File: src/rtl/dmem_responder.sv
// Data-memory responder: turns EX/MEM read/write requests into RAM strobes, retrying RAM errors up to a limit.
// Optional one-entry read buffer (write-through) enabled by defining DMEM_LOAD_BUFFER_EN.
module dmem_responder (
    input  logic        CLK,
    input  logic        RST,
    input  logic        dmemREN,
    input  logic        dmemWEN,
    input  logic [31:0] dmemaddr,
    input  logic [31:0] dmemstore,
    output logic        dhit,
    output logic [31:0] dmemload,
    output logic        dstall,
    output logic        derror,
    output logic        ramREN,
    output logic        ramWEN,
    output logic [31:0] ramaddr,
    output logic [31:0] ramstore,
    input  logic [31:0] ramload,
    input  logic [1:0]  ramstate
);

    typedef enum logic [1:0] {FREE = 2'd0, BUSY = 2'd1, ACCESS = 2'd2, ERROR = 2'd3} ramstate_t;
    typedef enum logic [1:0] {IDLE, REQ, BACKOFF, DONE} state_t;

    state_t     state;
    ramstate_t  rs;
    logic       is_wr;
    logic [1:0] err_cnt;
    logic       req_vld;

    assign rs      = ramstate_t'(ramstate);
    assign req_vld = dmemREN | dmemWEN;
    assign dstall  = ((state == IDLE) && req_vld) || (state == REQ) || (state == BACKOFF);

`ifdef DMEM_LOAD_BUFFER_EN
    logic        buf_vld;
    logic [31:0] buf_addr;
    logic [31:0] buf_data;
    logic        buf_hit;

    assign buf_hit = buf_vld && dmemREN && !dmemWEN && (dmemaddr == buf_addr);
`endif

    always_ff @(posedge CLK or posedge RST) begin
        if (RST) begin
            state    <= IDLE;
            dhit     <= 1'b0;
            derror   <= 1'b0;
            dmemload <= '0;
            ramREN   <= 1'b0;
            ramWEN   <= 1'b0;
            ramaddr  <= '0;
            ramstore <= '0;
            is_wr    <= 1'b0;
            err_cnt  <= '0;
`ifdef DMEM_LOAD_BUFFER_EN
            buf_vld  <= 1'b0;
            buf_addr <= '0;
            buf_data <= '0;
`endif
        end else begin
            dhit   <= 1'b0;
            derror <= 1'b0;
            case (state)
                IDLE: begin
`ifdef DMEM_LOAD_BUFFER_EN
                    if (buf_hit) begin
                        dmemload <= buf_data;
                        dhit     <= 1'b1;
                        state    <= DONE;
                    end else
`endif
                    if (req_vld) begin
                        // A simultaneous read+write is treated as a write.
                        ramaddr  <= dmemaddr;
                        ramstore <= dmemstore;
                        is_wr    <= dmemWEN;
                        err_cnt  <= '0;
                        ramWEN   <= dmemWEN;
                        ramREN   <= !dmemWEN;
                        state    <= REQ;
                    end
                end
                REQ: begin
                    case (rs)
                        ACCESS: begin
                            ramREN <= 1'b0;
                            ramWEN <= 1'b0;
                            dhit   <= 1'b1;
                            state  <= DONE;
                            if (!is_wr) begin
                                dmemload <= ramload;
                            end
`ifdef DMEM_LOAD_BUFFER_EN
                            if (!is_wr) begin
                                buf_vld  <= 1'b1;
                                buf_addr <= ramaddr;
                                buf_data <= ramload;
                            end else if (buf_vld && (buf_addr == ramaddr)) begin
                                buf_data <= ramstore;
                            end
`endif
                        end
                        ERROR: begin
                            ramREN  <= 1'b0;
                            ramWEN  <= 1'b0;
                            err_cnt <= err_cnt + 2'd1;
                            if (err_cnt == 2'd2) begin
                                dhit   <= 1'b1;
                                derror <= 1'b1;
                                state  <= DONE;
`ifdef DMEM_LOAD_BUFFER_EN
                                buf_vld <= 1'b0;
`endif
                            end else begin
                                state <= BACKOFF;
                            end
                        end
                        default: ;
                    endcase
                end
                BACKOFF: begin
                    ramWEN <= is_wr;
                    ramREN <= !is_wr;
                    state  <= REQ;
                end
                DONE: begin
                    state <= IDLE;
                end
                default: state <= IDLE;
            endcase
        end
    end

endmodule

File: config.mk
export PLATFORM = sky130hd
export DESIGN_NAME = dmem_responder
export DESIGN_NICKNAME = d
export VERILOG_FILES = /design/src/rtl/dmem_responder.sv
export SDC_FILE = /design/constraint.sdc
export NUM_CORES = 1
export LEC_CHECK = 0
export CORE_UTILIZATION = 44
export DETAILED_ROUTE_END_ITERATION = 10
export GPL_TIMING_DRIVEN = 0
export PLACE_DENSITY_LB_ADDON = 0.12
export SLEW_MARGIN = 10
export SYNTH_ARGS = -nofsm -noshare
export SYNTH_HDL_FRONTEND = slang
export SYNTH_SLANG_ARGS = --single-unit
File: constraint.sdc
create_clock -name CLK -period 6.3 [get_ports CLK]
set_input_delay 1.89 -clock CLK [delete_from_list [all_inputs] [get_ports CLK]]
set_output_delay 1.89 -clock CLK [all_outputs]
set_load 0.02 [all_outputs]
==> impl_metrics.py <==
metrics = {
    "setup_path": {
        "end_kind": "output port",
        "cp_slowest_stage_delay_ns": 0.53,
        "reg2reg_slack_ns": 4.34,
        "crit_chain": "clkdlybuf4s50_1 > o21ai_1 > buf_4 > buf_4 > nand2_1 > clkdlybuf4s50_1",
        "crit_path_max_fanout": 10,
        "slowest_stage": "clkdlybuf4s50_1",
        "cp-start-kind": "primary input",
        "cp_data_arrival_time_ns": 3.86,
        "worstSetupPathType": "in2out",
        "rr_worst_depth": 6,
        "worstPathRequired_ns": 4.41,
    },
    "layout": {
        "multi_input_area_sq_um": 1400,
        "layout_commonest_cell": "clkdlybuf4s50_1",
        "syn2layout_area_growth_pct": 57.1,
        "diodes": 0,
        "final_layout_size_suffix_gt1_share_pct": 26.1,
        "nFillCells": 618,
        "nets": 584,
        "layout_common_cells": "202 x clkdlybuf4s50_1, 105 x dfrtp_1, 95 x mux2_2",
        "regArea_sq_um": 2630,
    },
    "synth": {
        "synth_ff_type": "dfrtp_1",
        "yosysWarnings": 0,
        "synth_edf_count": 0,
        "syn_nets": 370,
        "synth-compound-area-share_pct": 1.12,
        "ys_ff_latch": 105,
        "async_reset_ff_share_pct": 100,
        "syn_area_sq_um": 4130,
        "yosys.area_share.simple_pct": 3.36,
        "muxShareOfSynthArea_pct": 27.3,
        "synth_top_family_by_area": "multiplexers",
        "syn_inst": 261,
        "synthXorXnorAreaFrac_pct": 0,
        "synthAdderAreaFrac_pct": 2.12,
        "synth_area_per_cell_sq_um": 15.8,
        "ys_types": 24,
        "ys_seq_area_share_pct": 63.6,
    },
    "drt": {
        "drcViolationCount": 0,
        "vias_per_cell": 4.88,
        "post_drt_wl_per_cell_um": 16.1,
        "route.antenna.remaining_nets": 0,
        "firstDrtPassIters": 4,
        "vias": 2863,
        "first_iter_violations": 39,
        "drt_wl_total_mm": 9.48,
    },
    "min_path": {
        "holdPathStages": 1,
        "holdCritPathClass": "reg2reg",
    },
    "timing": {
        "rsz0062_at_grt": "no",
        "worstMarginPinSlew_ns": 0.405,
        "post-route-period-util_pct": 91.3,
        "period_minus_slack_ns": 5.75,
        "final_max_slew_viol_count": 0,
        "skew_ns": 0.00889,
        "layout_setup_ws_ns": 0.546,
        "fmax_mhz": 174,
        "setup_viol": 0,
        "hold_viol_final": 0,
        "fin_tns_setup_ns": 0,
        "relSlewSlack_pct": 72.8,
    },
    "clocking": {
        "cts_setup_buffers": 0,
        "cts_resized": 0,
        "cts_buffer_depth": 2,
        "insertion_delay_ns": 0.36,
        "postCtsHoldBufs": 0,
        "cts_tree": "done",
        "path_clk_slew_ns": 0.09,
        "cts_num_sinks": 105,
        "cts_made_buffers": 9,
        "clock-root-buffer": "clkbuf_8",
        "cts_max_level": 3,
    },
    "global_routing": {
        "grt_max_degree": 81,
        "grt_overflow": 0,
        "grt_pass1_vias": 3057,
        "grt_usage_pct": 20.8,
        "grt_first_pass_wirelength_mm": 15.6,
        "antenna_found_initial": 0,
    },
    "floorplan": {
        "ios": 203,
        "coreArea_sq_um": 8890,
        "rows": 34,
        "die_area_sq_um": 9780,
        "start_util_pct": 46.5,
        "fp.dieW_um": 98.9,
        "die_y_um": 98.9,
    },
    "power_and_ir_drop": {
        "power.density_nw_per_um2": 508,
        "p_leak_nw": 2.74,
        "finalPower_mw": 3.29,
        "peakVddDrop_mv": 0.283,
    },
    "placed_design": {
        "hpwl_mm": 7.31,
        "dp_slack_ns": 0.515,
        "port_buffers": 202,
        "gp_congestion": 0.776,
    },
    "outcome": {
        "run_status": "finished, final reports clean",
    },
    "job": {
        "maxCapViolations": 0,
    },
}
-- critical path, delay by kind of cell --
kind / cells / cell delay (ns)
AOI/OAI and AO/OA: 1 / 0.39
buffers and inverters: 4 / 1.50
and+or+nand+nor: 1 / 0.07
-- cell families after synthesis --
| family | count (synthesis) |
|---|---|
| buffers and inverters | 17 |
| AOI/OAI and AO/OA | 8 |
| and+or+nand+nor | 24 |
| muxes | 100 |
| adders and majority gates | 7 |
| DFF | 105 |
-- state kept, by name (all words and copies together), names as in the netlist --
name	cells
is_wr	1
state	2
ramWEN	1
ramaddr	32
dhit	1
dmemload	32
err_cnt	2
ramREN	1
ramstore	32
derror	1
-- worst paths after layout --
path,end,from
min in group asynchronous,ramstore[18]$_DFFE_PP0P_,RST
setup reg to reg,ramstore[19]$_DFFE_PP0P_,state[0]$_DFFE_PP0P_
max in group asynchronous,ramaddr[25]$_DFFE_PP0P_,RST
hold reg to reg,dmemload[10]$_DFFE_PP0P_,dmemload[10]$_DFFE_PP0P_
hold / removal,dmemload[10]$_DFFE_PP0P_,dmemload[10]$_DFFE_PP0P_
setup / recovery,dstall,dmemWEN
-- layer usage --
metal  wire, um  track usage, %  share of wire [%]  up-vias
met1       3730            25.2                 39     1384
met2       4680            33.9                 49      133
li1           -               -                  -     1335
met4        127            6.77                1.3        0
met5          0               0                  0        -
met3        934            8.30                9.9       11
-- Yosys cell counts, types with 2 or more instances --
master / instances / area share (%)
buf_2: 3 / 0.36
dfrtp_1: 105 / 64
mux2_1: 5 / 1.4
nand2_1: 6 / 0.55
buf_6: 3 / 0.82
mux2_2: 95 / 26
ha_1: 7 / 2.1
nand3_1: 4 / 0.48
o21ai_0: 4 / 0.48
inv_1: 7 / 0.64
nor2_1: 5 / 0.45
buf_4: 4 / 0.73
a21oi_1: 2 / 0.24
-- layout make-up --
class	count	share of cell area, %
Clock inverter	6	0.694
Inverter	7	0.482
Timing Repair Buffer	203	31.6
Sequential cell	105	40.5
Tap cell	108	2.08
Buffer	10	1.21
Clock buffer	9	1.91
Multi-Input combinational cell	139	21.6
-- metrics by stage --
step           hold slack, ns  instances  cell area, sq um  utilization, %
2_1_floorplan           0.498        261              4130               -
3_3_place_gp            0.466        571              6290            70.7
3_5_place_dp            0.476        572              6320            71.1
4_1_cts                 0.498        587              6490            73.0
5_1_grt                 0.513        587              6490            73.0
6_report                0.491        587              6490            73.0
-- power by group --
| part | internal [mW] | switching (mW) |
|---|---|---|
| logic | 0.951 | 0.795 |
| registers | 1.01 | 0.170 |
| clock network | 0.143 | 0.226 |
| total | 2.10 | 1.19 |
Power figures use the tool's default switching activity.
